`src/rtl/rw_bus_arbiter.sv`:
```
// Round-robin arbiter sharing one cache-side memory bus between the I-cache and D-cache.
// One transaction in flight; the owner holds the bus until its read burst or write completes.
module rw_bus_arbiter #(
    parameter int DATA_WIDTH = 64,
    parameter int TAG_WIDTH  = 13,
    parameter int BURST_LEN  = 8,
    parameter int RW_BIT     = 12
) (
    input  logic                  clk,
    input  logic                  reset,
    input  logic                  i_reqcyc,
    input  logic [DATA_WIDTH-1:0] i_req,
    input  logic [DATA_WIDTH-1:0] i_reqdata,
    input  logic [TAG_WIDTH-1:0]  i_reqtag,
    output logic                  i_reqack,
    output logic                  i_respcyc,
    output logic [DATA_WIDTH-1:0] i_resp,
    output logic [TAG_WIDTH-1:0]  i_resptag,
    input  logic                  i_respack,
    output logic                  i_writeack,
    input  logic                  d_reqcyc,
    input  logic [DATA_WIDTH-1:0] d_req,
    input  logic [DATA_WIDTH-1:0] d_reqdata,
    input  logic [TAG_WIDTH-1:0]  d_reqtag,
    output logic                  d_reqack,
    output logic                  d_respcyc,
    output logic [DATA_WIDTH-1:0] d_resp,
    output logic [TAG_WIDTH-1:0]  d_resptag,
    input  logic                  d_respack,
    output logic                  d_writeack,
    output logic                  m_reqcyc,
    output logic [DATA_WIDTH-1:0] m_req,
    output logic [DATA_WIDTH-1:0] m_reqdata,
    output logic [TAG_WIDTH-1:0]  m_reqtag,
    input  logic                  m_reqack,
    input  logic                  m_respcyc,
    input  logic [DATA_WIDTH-1:0] m_resp,
    input  logic [TAG_WIDTH-1:0]  m_resptag,
    output logic                  m_respack,
    input  logic                  m_writeack
);

    localparam int CW = $clog2(BURST_LEN + 1);
    localparam logic [CW-1:0] LAST_BEAT = CW'(BURST_LEN - 1);

    typedef enum logic [1:0] {IDLE, REQ, RD_RESP, WR_WAIT} state_t;

    state_t                  state, state_nx;
    logic                    owner_d;   // owner is meaningful only outside IDLE
    logic                    last_d;
    logic [CW-1:0]           beat_cnt;
    logic [DATA_WIDTH-1:0]   lat_req, lat_data;
    logic [TAG_WIDTH-1:0]    lat_tag;

    logic grant, grant_d, beat, done, resp_ack;

    always_comb begin
        state_nx   = state;
        grant      = 1'b0;
        grant_d    = 1'b0;
        beat       = 1'b0;
        done       = 1'b0;
        resp_ack   = 1'b0;
        i_reqack   = 1'b0;
        i_respcyc  = 1'b0;
        i_resp     = '0;
        i_resptag  = '0;
        i_writeack = 1'b0;
        d_reqack   = 1'b0;
        d_respcyc  = 1'b0;
        d_resp     = '0;
        d_resptag  = '0;
        d_writeack = 1'b0;
        m_reqcyc   = 1'b0;
        m_req      = '0;
        m_reqdata  = '0;
        m_reqtag   = '0;
        m_respack  = 1'b0;
        // Outputs are held at zero while reset is asserted, even before the edge.
        if (!reset) begin
            case (state)
                IDLE: begin
                    if (i_reqcyc || d_reqcyc) begin
                        grant    = 1'b1;
                        grant_d  = d_reqcyc && (!i_reqcyc || !last_d);
                        state_nx = REQ;
                    end
                end
                REQ: begin
                    m_reqcyc  = 1'b1;
                    m_req     = lat_req;
                    m_reqdata = lat_data;
                    m_reqtag  = lat_tag;
                    if (m_reqack) begin
                        d_reqack = owner_d;
                        i_reqack = !owner_d;
                        state_nx = lat_tag[RW_BIT] ? RD_RESP : WR_WAIT;
                    end
                end
                RD_RESP: begin
                    resp_ack  = (owner_d ? d_respack : i_respack) && m_respcyc;
                    m_respack = resp_ack;
                    if (owner_d) begin
                        d_respcyc = m_respcyc;
                        d_resp    = m_resp;
                        d_resptag = m_resptag;
                    end else begin
                        i_respcyc = m_respcyc;
                        i_resp    = m_resp;
                        i_resptag = m_resptag;
                    end
                    beat = resp_ack;
                    if (beat && beat_cnt == LAST_BEAT) begin
                        done     = 1'b1;
                        state_nx = IDLE;
                    end
                end
                WR_WAIT: begin
                    if (m_writeack) begin
                        d_writeack = owner_d;
                        i_writeack = !owner_d;
                        done       = 1'b1;
                        state_nx   = IDLE;
                    end
                end
            endcase
        end
    end

    always_ff @(posedge clk) begin
        if (reset) begin
            state    <= IDLE;
            owner_d  <= 1'b0;
            last_d   <= 1'b0;
            beat_cnt <= '0;
            lat_req  <= '0;
            lat_data <= '0;
            lat_tag  <= '0;
        end else begin
            state <= state_nx;
            if (grant) begin
                owner_d  <= grant_d;
                lat_req  <= grant_d ? d_req     : i_req;
                lat_data <= grant_d ? d_reqdata : i_reqdata;
                lat_tag  <= grant_d ? d_reqtag  : i_reqtag;
            end
            if (beat) begin
                beat_cnt <= done ? '0 : beat_cnt + 1'b1;
            end
            if (done) begin
                last_d <= owner_d;
            end
        end
    end

endmodule

```
`config.mk`:
```
export PLATFORM = sky130hd
export DESIGN_NAME = rw_bus_arbiter
export DESIGN_NICKNAME = d
export VERILOG_FILES = /design/src/rtl/rw_bus_arbiter.sv
export SDC_FILE = /design/constraint.sdc
export NUM_CORES = 1
export LEC_CHECK = 0
export ABC_CLOCK_PERIOD_IN_PS = 2500
export BUFFER_PORTS_ARGS = -buffer_cell sky130_fd_sc_hd__buf_2
export CAP_MARGIN = 10
export CORE_AREA = 2 2 258 260
export DETAILED_ROUTE_END_ITERATION = 12
export DIE_AREA = 0 0 260 262
export HOLD_SLACK_MARGIN = 0.12
export PLACE_DENSITY = 0.41
export SLEW_MARGIN = 20
export SYNTH_ARGS = -nofsm -noshare
export SYNTH_HDL_FRONTEND = slang
export SYNTH_SLANG_ARGS = --single-unit
```
`constraint.sdc`:
```
create_clock -name clk -period 2.5 [get_ports clk]
set_clock_uncertainty 0.15 [all_clocks]
set_input_delay 0.5 -clock clk [delete_from_list [all_inputs] [get_ports clk]]
set_output_delay 0.5 -clock clk [all_outputs]
set_load 0.03 [all_outputs]
```
Word level (Yosys, flattened, before mapping)
Index checks and enable logic that the tools add are counted.
Operators by class
  $add $sub $neg: 1
  equal/unequal tests: 8
  muxes and demuxes: 61
  reductions and logical operators: 10
Operators by type and width (count)
  64-bit 2-to-1 mux: 12
  13-bit 2-to-1 mux: 9
  1-bit 2-to-1 mux: 33
  2-bit 2-to-1 mux: 4
  2-bit inequality test, second input constant: 4
  2-bit one-hot mux with 4 select lines: 1
  4-bit by 1-bit adder with 4-bit output, second input constant: 1
  2-bit equality test, second input constant: 2
  4-bit by 3-bit equality test with 1-bit output, second input constant: 1
  4-bit 2-to-1 mux: 1
  4-bit AND reduction: 1
  1-bit logical AND: 3
  1-bit logical NOT: 3
  2-bit by 1-bit equality test with 1-bit output, second input constant: 1
  2-bit logical NOT: 1
  1-bit logical OR: 2
  1-bit one-hot mux with 2 select lines: 1
Word-level totals
  register bits: 149
  input port bits: 368
  output and inout port bits: 303
  word-level logic and storage cells: 87

Longest topological paths before layout
Gate-level depths: netlist of run 1.
  depth after elaboration: 7
  depth in mapped cells: 8
  mapped depth without buffers: 5

Worst setup path after synthesis of run 1
Ideal clock, no wire load.
  kind: register to output
  start point: reg state[0]
  end point: out m_req[54]
  arrival: 1.690 ns
  data required time: 1.850 ns
  path slack: 0.160 ns
  stages on the path, launching flop included: 5
  buffers on the path: 2
  cells stage by stage: dfxtp_1 > buf_4 > nor3b_4 > clkbuf_1 > and2_1
Between the ends
  longest elaborated chain between the ends: 3
RTL lines
  from (decl): RTL line 48  | state_t state, state_nx;
  from (signal assigned): RTL line 140  | state <= state_nx;
  2-bit by 1-bit equality test with 1-bit output: RTL line 81  | case (state)
  64-bit 2-to-1 mux: RTL line 81
  64-bit 2-to-1 mux: RTL line 80  | if (!reset) begin
  to (decl): RTL line 32  | output logic [DATA_WIDTH-1:0] m_req,
Every way passes these cells.

Final worst setup path of run 1
  start point: reg state[1]
  end point: out m_reqdata[1]
Between the ends
  longest elaborated chain between the ends: 3
RTL lines
  2-bit by 1-bit equality test with 1-bit output: RTL line 81
  64-bit 2-to-1 mux: RTL line 81
  64-bit 2-to-1 mux: RTL line 80
  to (decl): RTL line 33  | output logic [DATA_WIDTH-1:0] m_reqdata,
Every way passes these cells.

==> metrics.txt, run 1 <==
# TYPE chip_impl_metric gauge
chip_impl_info{name="status",value="finished, violations left"} 1
chip_impl_info{name="violations",value="setup timing"} 1
chip_impl_metric{name="pin_count_of_the_biggest_net_entering_global_routing",unit=""} 76
chip_impl_metric{name="cp_slowest_stage_delay",unit="ps"} 370
chip_impl_metric{name="yosys_synthesis_warning_count",unit=""} 0
chip_impl_info{name="endpoint_kind",value="output port"} 1
chip_impl_metric{name="drt-pass1-iter-count",unit=""} 5
chip_impl_metric{name="pwr_density",unit="nW/um^2"} 470
chip_impl_metric{name="worst-slew-pin-transition",unit="ps"} 582
chip_impl_metric{name="netlist-cell-type-count",unit=""} 38
chip_impl_metric{name="timing.critical_path.arrival",unit="ps"} 1920
chip_impl_info{name="tritoncts",value="built"} 1
chip_impl_metric{name="crit_path_max_fanout",unit=""} 5
chip_impl_metric{name="drt_drc_violations_left",unit=""} 0
chip_impl_metric{name="share_comb_of_total_power",unit="%"} 33.2
chip_impl_metric{name="via_per_inst",unit=""} 4.25
chip_impl_metric{name="port-buffer-count",unit=""} 670
chip_impl_metric{name="max-clock-path-buffers",unit=""} 2
chip_impl_metric{name="synthesis.area_per_instance",unit="sq um"} 7.58
chip_impl_metric{name="initial_utilization",unit="%"} 13.9
chip_impl_metric{name="antenna_found_initial",unit=""} 15
chip_impl_info{name="hp-class",value="input pin to register"} 1
chip_impl_metric{name="ios",unit=""} 671
chip_impl_metric{name="grt_overflow",unit=""} 0
chip_impl_metric{name="grt_usage",unit="%"} 14.8
chip_impl_metric{name="power.share.sequential",unit="%"} 34.8
chip_impl_metric{name="flow.area_growth_from_synthesis",unit="%"} 91.4
chip_impl_metric{name="post_layout_min_period",unit="ps"} 2570
chip_impl_metric{name="grt_first_pass_wirelength",unit="um"} 74900
chip_impl_metric{name="postLayoutSetupSlackWorst",unit="ps"} -65.4
chip_impl_info{name="r2r_end",value="lat_req[40]"} 1
chip_impl_info{name="timing.rr.start",value="state[0]"} 1
chip_impl_metric{name="drt_iter0_drc",unit=""} 658
chip_impl_metric{name="switching_share",unit="%"} 35.7
chip_impl_metric{name="critical_path_required",unit="ps"} 1850
chip_impl_metric{name="fp.dieArea",unit="sq um"} 68100
chip_impl_metric{name="design_area",unit="sq um"} 17300
chip_impl_metric{name="rr_worst_depth",unit=""} 7
chip_impl_metric{name="ir_drop_worst_vdd",unit="mV"} 0.487
chip_impl_metric{name="synth_area",unit="sq um"} 9040
chip_impl_metric{name="finalWeightedCongestion",unit=""} 0.816
chip_impl_metric{name="timing.final.crit_share",unit="%"} 103
chip_impl_info{name="criticalPathCategory",value="register to output port"} 1
chip_impl_metric{name="layout_cell_share_with_drive_strength_beyond_1",unit="%"} 55.2
chip_impl_metric{name="wirelength",unit="um"} 54900
chip_impl_metric{name="hold_path_depth",unit=""} 3
chip_impl_info{name="setup.worst_path.start_class",value="register"} 1
chip_impl_metric{name="timing.fmax",unit="GHz"} 0.390
chip_impl_info{name="holdCritStartpoint",value="d_req[28]"} 1
chip_impl_metric{name="drtAntennaViolNets",unit=""} 0
chip_impl_metric{name="wl_per_cell",unit="um"} 19.9
chip_impl_info{name="root_buffer_master",value="sky130_fd_sc_hd__clkbuf_16"} 1
chip_impl_metric{name="die_w",unit="um"} 260
chip_impl_info{name="cp_cell_sequence",value="nor3b_4, buf_12, buf_12, buf_12, buf_16, and2_4, buf_6"} 1
chip_impl_metric{name="design.final.nets",unit=""} 2250
chip_impl_metric{name="die-height",unit="um"} 262
chip_impl_metric{name="clock_power_share",unit="%"} 31.9
chip_impl_metric{name="dp_cells",unit=""} 2631
chip_impl_metric{name="cts-htree-levels",unit=""} 4
chip_impl_metric{name="place_hpwl",unit="um"} 36400
chip_impl_metric{name="finalMaxSlewViolations",unit=""} 0
chip_impl_metric{name="number_of_synthesized_flops_with_an_enable_pin",unit=""} 0
chip_impl_metric{name="clkSinkCount",unit=""} 149
chip_impl_metric{name="power.internal",unit="W"} 0.00522
chip_impl_metric{name="synthesis.instances",unit=""} 1193
chip_impl_metric{name="max_capacitance_violation_count",unit=""} 0
chip_impl_metric{name="leakage",unit="nW"} 8.12
chip_impl_metric{name="std_cell_rows",unit=""} 94
chip_impl_metric{name="clk-insertion-delay-late",unit="ps"} 470
chip_impl_metric{name="cts.reportedPaths.clkPinSlew",unit="ps"} 80
chip_impl_metric{name="synth_sequential_area_ratio",unit="%"} 33.0
chip_impl_metric{name="route.vias.total",unit=""} 11700
chip_impl_metric{name="core_area",unit="sq um"} 65300
chip_impl_info{name="timing.critical_path.slowest_stage_cell",value="sky130_fd_sc_hd__dfxtp_4"} 1
chip_impl_metric{name="cts_buf_count",unit=""} 17
chip_impl_metric{name="regToRegSetupSlack",unit="ps"} 380
chip_impl_metric{name="first_global_vias",unit=""} 11400
chip_impl_metric{name="holdWs",unit="ps"} 180
chip_impl_metric{name="post_synthesis_sequential_element_count",unit=""} 149
chip_impl_metric{name="report.final.hold_viol_count",unit=""} 0
chip_impl_metric{name="synth_nets",unit=""} 1562
chip_impl_metric{name="postSynth.asyncResetShare",unit="%"} 0
chip_impl_metric{name="number_of_endpoints_failing_setup_at_the_final_stage",unit=""} 97
chip_impl_metric{name="postPlaceCellArea",unit="sq um"} 13400
chip_impl_info{name="hold_end",value="lat_req[28]"} 1
chip_impl_metric{name="relSlewSlack",unit="%"} 61.2
chip_impl_info{name="synth_flop_cell",value="sky130_fd_sc_hd__dfxtp_1"} 1
chip_impl_metric{name="stdcell_count",unit=""} 2761
chip_impl_metric{name="net-switching-power",unit="W"} 0.00290
chip_impl_info{name="unrepaired_setup_endpoints_after_global_routing",value="yes"} 1
chip_impl_info{name="crit_path_frequent_cell",value="sky130_fd_sc_hd__buf_12"} 1
==> synth_stat cells (all sizes together) (2+ instances only) <==
master,instances,share of area (%)
a21oi,6,0.33
clkbuf,70,3.0
nand3b,4,0.47
o21ai,2,0.15
and3,154,11
nand4b,3,0.36
and4b,2,0.22
nand2,3,0.12
nor3,145,8.5
nand3,3,0.17
and2,141,9.8
nand2b,2,0.14
mux2i,3,0.33
nor4,141,15
nor2b,2,0.14
buf,60,4.1
inv,2,0.083
dfxtp,149,33
nor2,293,12
==> repair_timing <==
| item | CTS | global route |
|---|---|---|
| setup buffers | 20 | 7 |
| hold endpoints to repair | 46 | 0 |
| pin swaps | 52 | 22 |
| hold buffers | 46 | 0 |
| gates resized for setup | 447 | 241 |
| endpoints found under the setup margin | 292 | 292 |
| cloned | 20 | 3 |
==> logic make-up (layout without fill, tap and decap cells) <==
family	Yosys count	count (layout)	synth area share, %
and+or+nand+nor	896	896	58.5
DFF	149	149	33.0
buffers and inverters	132	833	7.21
AOI/OAI and AO/OA	12	12	0.844
muxes	3	3	0.332
adders and majority gates	1	1	0.138
other	0	3	0
==> routing by layer <==
metal,global-route usage [%],wire (um)
met1,18.3,23100
met2,23.9,26000
met3,5.26,4440
met4,4.57,1120
met5,0,146
==> flip-flops by register name, indices dropped and copies added (netlist names) <==
signal and flops:
beat_cnt 4, lat_data 64, last_d 1, lat_tag 13, lat_req 64, owner_d 1
state 2
==> worst max-delay path, delay by kind of cell, from the launching register on <==
kind | cells | cell delay, ps
buffers and inverters | 5 | 670
AND/OR/NAND/NOR | 2 | 380
flip-flops | 1 | 370
==> cells in the final DEF (no fill, tap or decap), types with 2 or more instances in the layout <==
master                          Yosys  layout
sky130_fd_sc_hd__nand2_1            3       3
sky130_fd_sc_hd__buf_6              7     181
sky130_fd_sc_hd__nor3_2             9      10
sky130_fd_sc_hd__and2_1           141      32
sky130_fd_sc_hd__nand3_1            3       3
sky130_fd_sc_hd__and3_4             0      43
sky130_fd_sc_hd__diode_2            0       3
sky130_fd_sc_hd__buf_4              5      62
sky130_fd_sc_hd__inv_6              0       4
sky130_fd_sc_hd__a21oi_1            6       6
sky130_fd_sc_hd__buf_2             47     405
sky130_fd_sc_hd__and2_4             0     109
sky130_fd_sc_hd__and3_1           154     111
sky130_fd_sc_hd__clkbuf_8           0       2
sky130_fd_sc_hd__clkinvlp_4         0       2
sky130_fd_sc_hd__inv_8              0       2
sky130_fd_sc_hd__nor2_2             0       3
sky130_fd_sc_hd__nor4_2            79      79
sky130_fd_sc_hd__nand2b_1           2       2
sky130_fd_sc_hd__nand3b_1           3       3
sky130_fd_sc_hd__buf_8              0       4
sky130_fd_sc_hd__mux2i_1            3       2
sky130_fd_sc_hd__nor2_1           292     288
sky130_fd_sc_hd__buf_16             0      21
sky130_fd_sc_hd__clkbuf_16          0      20
sky130_fd_sc_hd__dfxtp_1          149     146
sky130_fd_sc_hd__nor2b_4            0       2
sky130_fd_sc_hd__nor3_1           136     134
sky130_fd_sc_hd__nand4b_1           2       2
sky130_fd_sc_hd__clkinv_4           0       4
sky130_fd_sc_hd__buf_12             1      29
sky130_fd_sc_hd__clkbuf_4           0      47
sky130_fd_sc_hd__nor4_1            62      62
sky130_fd_sc_hd__dfxtp_4            0       3
sky130_fd_sc_hd__dlygate4sd3_1      0      46
==> through the flow <==
step	setup slack [ps]	power, W	utilization [%]	setup TNS, ps
after floorplan	160	0.00412	-	0
after global placement	-74.1	0.00495	20.5	-292
after detailed placement	-29.6	0.00498	20.5	-169
after CTS	-149	0.00821	25.3	-19170
after global routing	-163	0.00858	26.5	-24680
final	-65.4	0.00812	26.5	-2980
==> worst max path at each step <==
stage	cells past startpoint	to	slack, ps	startpoint
after floorplan	4	m_req[54]	160	state[0]
after global placement	5	m_reqtag[3]	-70	reset
after detailed placement	6	lat_req[22]	-30	reset
after CTS	7	m_reqdata[29]	-150	state[1]
after global routing	7	m_reqdata[1]	-160	state[1]
final	7	m_reqdata[1]	-70	state[1]
==> cell type report <==
type,instances,area (sq um)
diodes,3,7.51
clock buffers,19,453
clock inverters,13,113
fillers,7184,48000
inverters,2,7.51
multi-input cells,912,5980
flip-flops and latches,149,2990
well taps,864,1080
repair buffers,799,6670
==> power by group through the flow <==
stage | Sequential [W] | Clock, W | Combinational [W]
6_report | 0.00283 | 0.00260 | 0.00270
5_1_grt | 0.00286 | 0.00282 | 0.00290
4_1_cts | 0.00283 | 0.00276 | 0.00262
3_5_place_dp | 0.00287 | 0 | 0.00211
3_3_place_gp | 0.00286 | 0 | 0.00209
2_1_floorplan | 0.00280 | 0 | 0.00131
Power figures use the tool's default switching activity.
==> run 2: changes to the inputs <==
- CORE_AREA: 2 2 258 260 -> 2 2 264 266
- DIE_AREA: 0 0 260 262 -> 0 0 266 268
- PLACE_DENSITY: 0.41 -> 0.4
==> metrics.txt, run 2 (synthesis gave the netlist of run 1 again) <==
# TYPE chip_impl_metric gauge
chip_impl_metric{name="initial_utilization",unit="%"} 13.3
chip_impl_metric{name="wirelength",unit="um"} 54700
chip_impl_metric{name="core_area",unit="sq um"} 68200
chip_impl_info{name="mostFrequentLayoutCell",value="sky130_fd_sc_hd__buf_2"} 1
chip_impl_info{name="setup.worst_path.start_class",value="register"} 1
chip_impl_info{name="tritoncts",value="built"} 1
chip_impl_metric{name="finalMaxSlewViolations",unit=""} 0
chip_impl_metric{name="drt_iter0_drc",unit=""} 659
chip_impl_metric{name="max-clock-path-buffers",unit=""} 2
chip_impl_info{name="timing.critical_path.slowest_stage_cell",value="sky130_fd_sc_hd__dfxtp_4"} 1
chip_impl_metric{name="max_capacitance_violation_count",unit=""} 0
chip_impl_info{name="layout_common_cells",value="sky130_fd_sc_hd__buf_2 (441), sky130_fd_sc_hd__nor2_1 (291), sky130_fd_sc_hd__buf_6 (154)"} 1
chip_impl_metric{name="place_hpwl",unit="um"} 35100
chip_impl_metric{name="critical_path_required",unit="ps"} 1850
chip_impl_metric{name="flow.area_growth_from_synthesis",unit="%"} 87.7
chip_impl_metric{name="pin_count_of_the_biggest_net_entering_global_routing",unit=""} 67
chip_impl_metric{name="detailedPlace.worstSlack",unit="ps"} 118
chip_impl_info{name="criticalPathCategory",value="register to output port"} 1
chip_impl_metric{name="via_per_inst",unit=""} 4.21
chip_impl_metric{name="leakage",unit="nW"} 7.95
chip_impl_metric{name="drt_drc_violations_left",unit=""} 0
chip_impl_metric{name="clkSinkCount",unit=""} 149
chip_impl_metric{name="grt_overflow",unit=""} 0
chip_impl_metric{name="filler_cell_count",unit=""} 7434
chip_impl_info{name="cp_cell_sequence",value="nor2b_4, buf_12, buf_12, buf_16, clkbuf_16, and3_4, buf_6"} 1
chip_impl_metric{name="cts_buf_count",unit=""} 17
chip_impl_metric{name="timing.fmax",unit="GHz"} 0.391
chip_impl_info{name="root_buffer_master",value="sky130_fd_sc_hd__clkbuf_16"} 1
chip_impl_info{name="endpoint_kind",value="output port"} 1
chip_impl_metric{name="die-height",unit="um"} 268
chip_impl_metric{name="relSlewSlack",unit="%"} 54.7
chip_impl_metric{name="std_cell_rows",unit=""} 96
chip_impl_metric{name="dp_cells",unit=""} 2641
chip_impl_info{name="status",value="finished, violations left"} 1
chip_impl_info{name="violations",value="setup timing"} 1
chip_impl_metric{name="die_w",unit="um"} 266
chip_impl_metric{name="grt_first_pass_wirelength",unit="um"} 71500
chip_impl_metric{name="cts-htree-levels",unit=""} 4
chip_impl_metric{name="worst-slew-pin-transition",unit="ps"} 679
chip_impl_metric{name="layout_cell_share_with_drive_strength_beyond_1",unit="%"} 51.9
chip_impl_info{name="reg.largest.list",value="lat_data (64), lat_req (64), lat_tag (13)"} 1
chip_impl_info{name="unrepaired_setup_endpoints_after_global_routing",value="yes"} 1
chip_impl_metric{name="grt_usage",unit="%"} 13.4
chip_impl_metric{name="cts.reportedPaths.clkPinSlew",unit="ps"} 70
chip_impl_metric{name="wl_per_cell",unit="um"} 19.7
chip_impl_metric{name="design.final.nets",unit=""} 2233
chip_impl_metric{name="port-buffer-count",unit=""} 670
chip_impl_metric{name="timing.final.crit_share",unit="%"} 102
chip_impl_metric{name="timing.critical_path.arrival",unit="ps"} 1910
chip_impl_metric{name="report.final.hold_viol_count",unit=""} 0
chip_impl_metric{name="postLayoutSetupSlackWorst",unit="ps"} -59.2
chip_impl_metric{name="ios",unit=""} 671
chip_impl_metric{name="fp.dieArea",unit="sq um"} 71300
chip_impl_metric{name="route.vias.total",unit=""} 11700
chip_impl_metric{name="finalWeightedCongestion",unit=""} 0.789
chip_impl_metric{name="sequential_cell_area",unit="sq um"} 2990
chip_impl_metric{name="first_global_vias",unit=""} 11300
chip_impl_info{name="crit_path_frequent_cell",value="sky130_fd_sc_hd__buf_12"} 1
chip_impl_metric{name="drt-pass1-iter-count",unit=""} 5
chip_impl_info{name="hp-class",value="input pin to register"} 1
chip_impl_metric{name="post_layout_min_period",unit="ps"} 2560
chip_impl_metric{name="number_of_endpoints_failing_setup_at_the_final_stage",unit=""} 100
chip_impl_metric{name="multi_input_gate_area",unit="sq um"} 5850
chip_impl_metric{name="crit_path_max_fanout",unit=""} 5
chip_impl_metric{name="ir_drop_worst_vdd",unit="mV"} 0.405
chip_impl_metric{name="stdcell_count",unit=""} 2770
chip_impl_metric{name="fin_setup_tns",unit="ps"} -2470
chip_impl_metric{name="cp_slowest_stage_delay",unit="ps"} 380
chip_impl_metric{name="clk-insertion-delay-late",unit="ps"} 480
chip_impl_metric{name="drtAntennaViolNets",unit=""} 0
chip_impl_metric{name="pwr_density",unit="nW/um^2"} 491
chip_impl_metric{name="antenna_found_initial",unit=""} 17
[run 2: final cells by class]
| cell class | instances | area share (%) |
|---|---|---|
| Clock inverter | 15 | 1.20 |
| Sequential cell | 149 | 17.6 |
| Tap cell | 882 | 6.50 |
| Inverter | 2 | 0.0442 |
| Multi-Input combinational cell | 912 | 34.4 |
| Timing Repair Buffer | 782 | 37.5 |
| Antenna cell | 11 | 0.162 |
| Clock buffer | 17 | 2.51 |
[run 2: per-stage QoR]
stage | hold slack, ps | utilization [%] | cell area (sq um) | total power [W]
after floorplan | 303 | - | 9040 | 0.00412
after global placement | 322 | 19.6 | 13400 | 0.00498
after detailed placement | 328 | 19.6 | 13400 | 0.00500
after CTS | 120 | 23.3 | 15900 | 0.00826
after global routing | 142 | 24.9 | 17000 | 0.00876
final | 172 | 24.9 | 17000 | 0.00833
[run 2: path summary, 6_finish.rpt]
check,start,cells after the start,slack (ps),to
max,state[1],7,-60,d_resp[30]
min,d_req[2],3,170,lat_req[2]
max reg2reg,state[0],7,400,lat_req[5]
min reg2reg,beat_cnt[1],2,340,beat_cnt[1]
[run 2: report_power, final]
| group | switching, W | internal [W] | total, W | leakage [nW] |
|---|---|---|---|---|
| clock | 0.00127 | 0.00162 | 0.00289 | 0.308 |
| sequential | 0.000190 | 0.00266 | 0.00285 | 1.24 |
| combinational | 0.00148 | 0.00112 | 0.00260 | 6.41 |
[run 2: worst max-delay path, delay by kind of cell, from the launching register on]
family	cells	cell delay, ps
DFF	1	380
buffers and inverters	5	670
and+or+nand+nor	2	370
[run 2: metal layers]
layer / GRT usage (%) / vias up / wire (um)
met5: 0 / - / 139
met4: 4.08 / 12 / 983
met1: 17.1 / 5606 / 23800
met2: 21.4 / 488 / 25400
met3: 4.25 / 61 / 4430
li1: - / 5488 / -
[run 2: what timing repair did]
item                       in CTS  in global routing
pin swaps                       6                 39
setup endpoints to repair     299                286
setup buffers                  10                  8
hold buffers                   35                  0
hold endpoints to repair       35                  0
resized for setup             338                213
gates cloned                   14                 21
==> run 3: changes to the inputs <==
- ABC_CLOCK_PERIOD_IN_PS: 2500 -> 2300
- CORE_AREA: 2 2 264 266 -> 2 2 262 264
- DIE_AREA: 0 0 266 268 -> 0 0 264 266
- PLACE_DENSITY: 0.4 -> 0.41
- SETUP_SLACK_MARGIN: unset -> 0.1
- clock period: 2.5 -> 2.3 ns (I/O delays scaled with it)
==> metrics.txt, run 3 (synthesis gave the netlist of run 1 again) <==
# TYPE chip_impl_metric gauge
chip_impl_info{name="status",value="finished, violations left"} 1
chip_impl_info{name="violations",value="setup timing"} 1
chip_impl_metric{name="timing.final.crit_share",unit="%"} 108
chip_impl_metric{name="timing.critical_path.arrival",unit="ps"} 1860
chip_impl_metric{name="place_hpwl",unit="um"} 36500
chip_impl_metric{name="drt_drc_violations_left",unit=""} 0
chip_impl_metric{name="cts_buf_count",unit=""} 17
chip_impl_metric{name="fp.dieArea",unit="sq um"} 70200
chip_impl_metric{name="leakage",unit="nW"} 8.19
chip_impl_metric{name="critPathBufInv",unit=""} 3
chip_impl_metric{name="detailedPlace.worstSlack",unit="ps"} 47.1
chip_impl_metric{name="port-buffer-count",unit=""} 670
chip_impl_metric{name="drt-pass1-iter-count",unit=""} 5
chip_impl_metric{name="core_area",unit="sq um"} 67700
chip_impl_metric{name="cp_slowest_stage_delay",unit="ps"} 360
chip_impl_metric{name="ios",unit=""} 671
chip_impl_info{name="criticalPathCategory",value="register to output port"} 1
chip_impl_metric{name="final_util",unit="%"} 25.0
chip_impl_metric{name="sequential_cell_area",unit="sq um"} 2990
chip_impl_metric{name="dp_cells",unit=""} 2680
chip_impl_info{name="reg.largest.list",value="lat_data (64), lat_req (64), lat_tag (13)"} 1
chip_impl_metric{name="cts.reportedPaths.clkPinSlew",unit="ps"} 70
chip_impl_metric{name="drt_iter0_drc",unit=""} 667
chip_impl_metric{name="flow.area_growth_from_synthesis",unit="%"} 87.5
chip_impl_metric{name="max-clock-path-buffers",unit=""} 2
chip_impl_metric{name="finalMaxSlewViolations",unit=""} 0
chip_impl_metric{name="grt_first_pass_wirelength",unit="um"} 70700
chip_impl_metric{name="timing.fmax",unit="GHz"} 0.404
chip_impl_info{name="endpoint_kind",value="output port"} 1
chip_impl_metric{name="number_of_endpoints_failing_setup_at_the_final_stage",unit=""} 276
chip_impl_metric{name="routed-wl-met3",unit="um"} 4050
chip_impl_metric{name="initial_utilization",unit="%"} 13.3
chip_impl_info{name="unrepaired_setup_endpoints_after_global_routing",value="yes"} 1
chip_impl_info{name="mostFrequentLayoutCell",value="sky130_fd_sc_hd__buf_2"} 1
chip_impl_metric{name="worst-slew-pin-transition",unit="ps"} 845
chip_impl_metric{name="die_w",unit="um"} 264
chip_impl_metric{name="clkSinkCount",unit=""} 149
chip_impl_metric{name="antenna_found_initial",unit=""} 11
chip_impl_metric{name="route.vias.total",unit=""} 11800
chip_impl_metric{name="postLayoutSetupSlackWorst",unit="ps"} -175
chip_impl_metric{name="wirelength",unit="um"} 49800
chip_impl_info{name="tritoncts",value="built"} 1
chip_impl_metric{name="stdcell_count",unit=""} 2865
chip_impl_metric{name="p_total",unit="W"} 0.00866
chip_impl_info{name="path_delay_family",value="buffers and inverters"} 1
chip_impl_metric{name="layout_cell_share_with_drive_strength_beyond_1",unit="%"} 47.6
chip_impl_metric{name="report.final.hold_viol_count",unit=""} 0
chip_impl_metric{name="route.met2.wl",unit="um"} 22500
chip_impl_info{name="timing.critical_path.slowest_stage_cell",value="sky130_fd_sc_hd__dfxtp_4"} 1
chip_impl_info{name="layout_common_cells",value="sky130_fd_sc_hd__buf_2 (492), sky130_fd_sc_hd__nor2_1 (291), sky130_fd_sc_hd__dfxtp_1 (146)"} 1
chip_impl_metric{name="ir_drop_worst_vdd",unit="mV"} 0.497
chip_impl_metric{name="multi_input_gate_area",unit="sq um"} 5660
chip_impl_metric{name="wl_met1",unit="um"} 22100
chip_impl_metric{name="via_per_inst",unit=""} 4.12
chip_impl_metric{name="relSlewSlack",unit="%"} 43.6
chip_impl_metric{name="pwr_density",unit="nW/um^2"} 511
chip_impl_info{name="root_buffer_master",value="sky130_fd_sc_hd__clkbuf_16"} 1
chip_impl_metric{name="max_capacitance_violation_count",unit=""} 0
chip_impl_metric{name="cts-htree-levels",unit=""} 4
chip_impl_info{name="setup.worst_path.start_class",value="register"} 1
chip_impl_metric{name="grt_overflow",unit=""} 0
chip_impl_metric{name="grt_usage",unit="%"} 13.2
chip_impl_metric{name="post_layout_min_period",unit="ps"} 2470
chip_impl_metric{name="drtAntennaViolNets",unit=""} 0
chip_impl_metric{name="critical_path_required",unit="ps"} 1690
chip_impl_metric{name="finalWeightedCongestion",unit=""} 0.821
chip_impl_metric{name="crit_path_max_fanout",unit=""} 34
chip_impl_metric{name="wl_per_cell",unit="um"} 17.4
chip_impl_metric{name="clk-insertion-delay-late",unit="ps"} 460
chip_impl_metric{name="first_global_vias",unit=""} 11400
chip_impl_info{name="topRoutingLayerUsed",value="met5"} 1
chip_impl_metric{name="filler_cell_count",unit=""} 7491
chip_impl_metric{name="std_cell_rows",unit=""} 96
chip_impl_metric{name="pin_count_of_the_biggest_net_entering_global_routing",unit=""} 98
chip_impl_metric{name="die-height",unit="um"} 266
chip_impl_metric{name="design.final.nets",unit=""} 2333
chip_impl_info{name="cp_cell_sequence",value="nor3b_4, buf_12, buf_16, and2_1, buf_2"} 1
chip_impl_info{name="hp-class",value="input pin to register"} 1
chip_impl_metric{name="holdWs",unit="ps"} 172
run 3: cell count changes in the layout (fill, tap and decap cells not counted), sizes merged, moves of 2 or more:
cell,before,now
diode,11,6
buf,731,745
clkinv,1,3
bufinv,3,0
dlygate4sd3,35,120
run 3: final timing paths:
check	startpoint	endpoint	cells after the start	slack, ps
setup / recovery	state[1]	m_reqdata[16]	5	-170
hold / removal	d_req[10]	lat_req[10]	3	170
setup reg to reg	state[0]	lat_req[40]	9	80
hold reg to reg	beat_cnt[1]	beat_cnt[1]	2	330
run 3: worst register-to-register path, delay by kind of cell (launching register included):
| family | cells | cell delay (ps) |
|---|---|---|
| buffers and inverters | 5 | 860 |
| AND/OR/NAND/NOR | 4 | 740 |
| flip-flops | 1 | 360 |
run 3: area by class of cell:
type	count	area share (%)
multi-input cells	912	33.4
clock inverters	15	0.937
well taps	882	6.51
flip-flops and latches	149	17.7
inverters	2	0.0590
clock buffers	17	2.51
repair buffers	882	38.8
diodes	6	0.0886
run 3: per-stage QoR:
| stage | instance area (sq um) | setup TNS (ps) |
|---|---|---|
| 2_1_floorplan | 9040 | 0 |
| 3_3_place_gp | 13800 | 0 |
| 3_5_place_dp | 13800 | 0 |
| 4_1_cts | 16300 | -51810 |
| 5_1_grt | 16900 | -52190 |
| 6_report | 17000 | -24330 |
run 3: where the power goes:
group	leakage (nW)	switching (W)	internal, W
combinational	6.67	0.00153	0.00122
clock	0.282	0.00138	0.00145
sequential	1.24	0.000182	0.00289
total	8.19	0.00309	0.00557
run 3: per-layer routing:
metal / global-route usage [%] / vias up
li1: - / 5668
met1: 17.0 / 5593
met2: 20.4 / 461
met3: 4.40 / 66
met4: 4.58 / 18
met5: 0 / -
run 3: repair_timing:
action / 4_1_cts / 5_1_grt
hold buffers: 120 / 0
endpoints found under the setup margin: 303 / 417
cloned: 5 / 8
endpoints found under the hold margin: 120 / 0
buffers inserted: 13 / 2
pin swaps: 2 / 26
resized for setup: 188 / 158
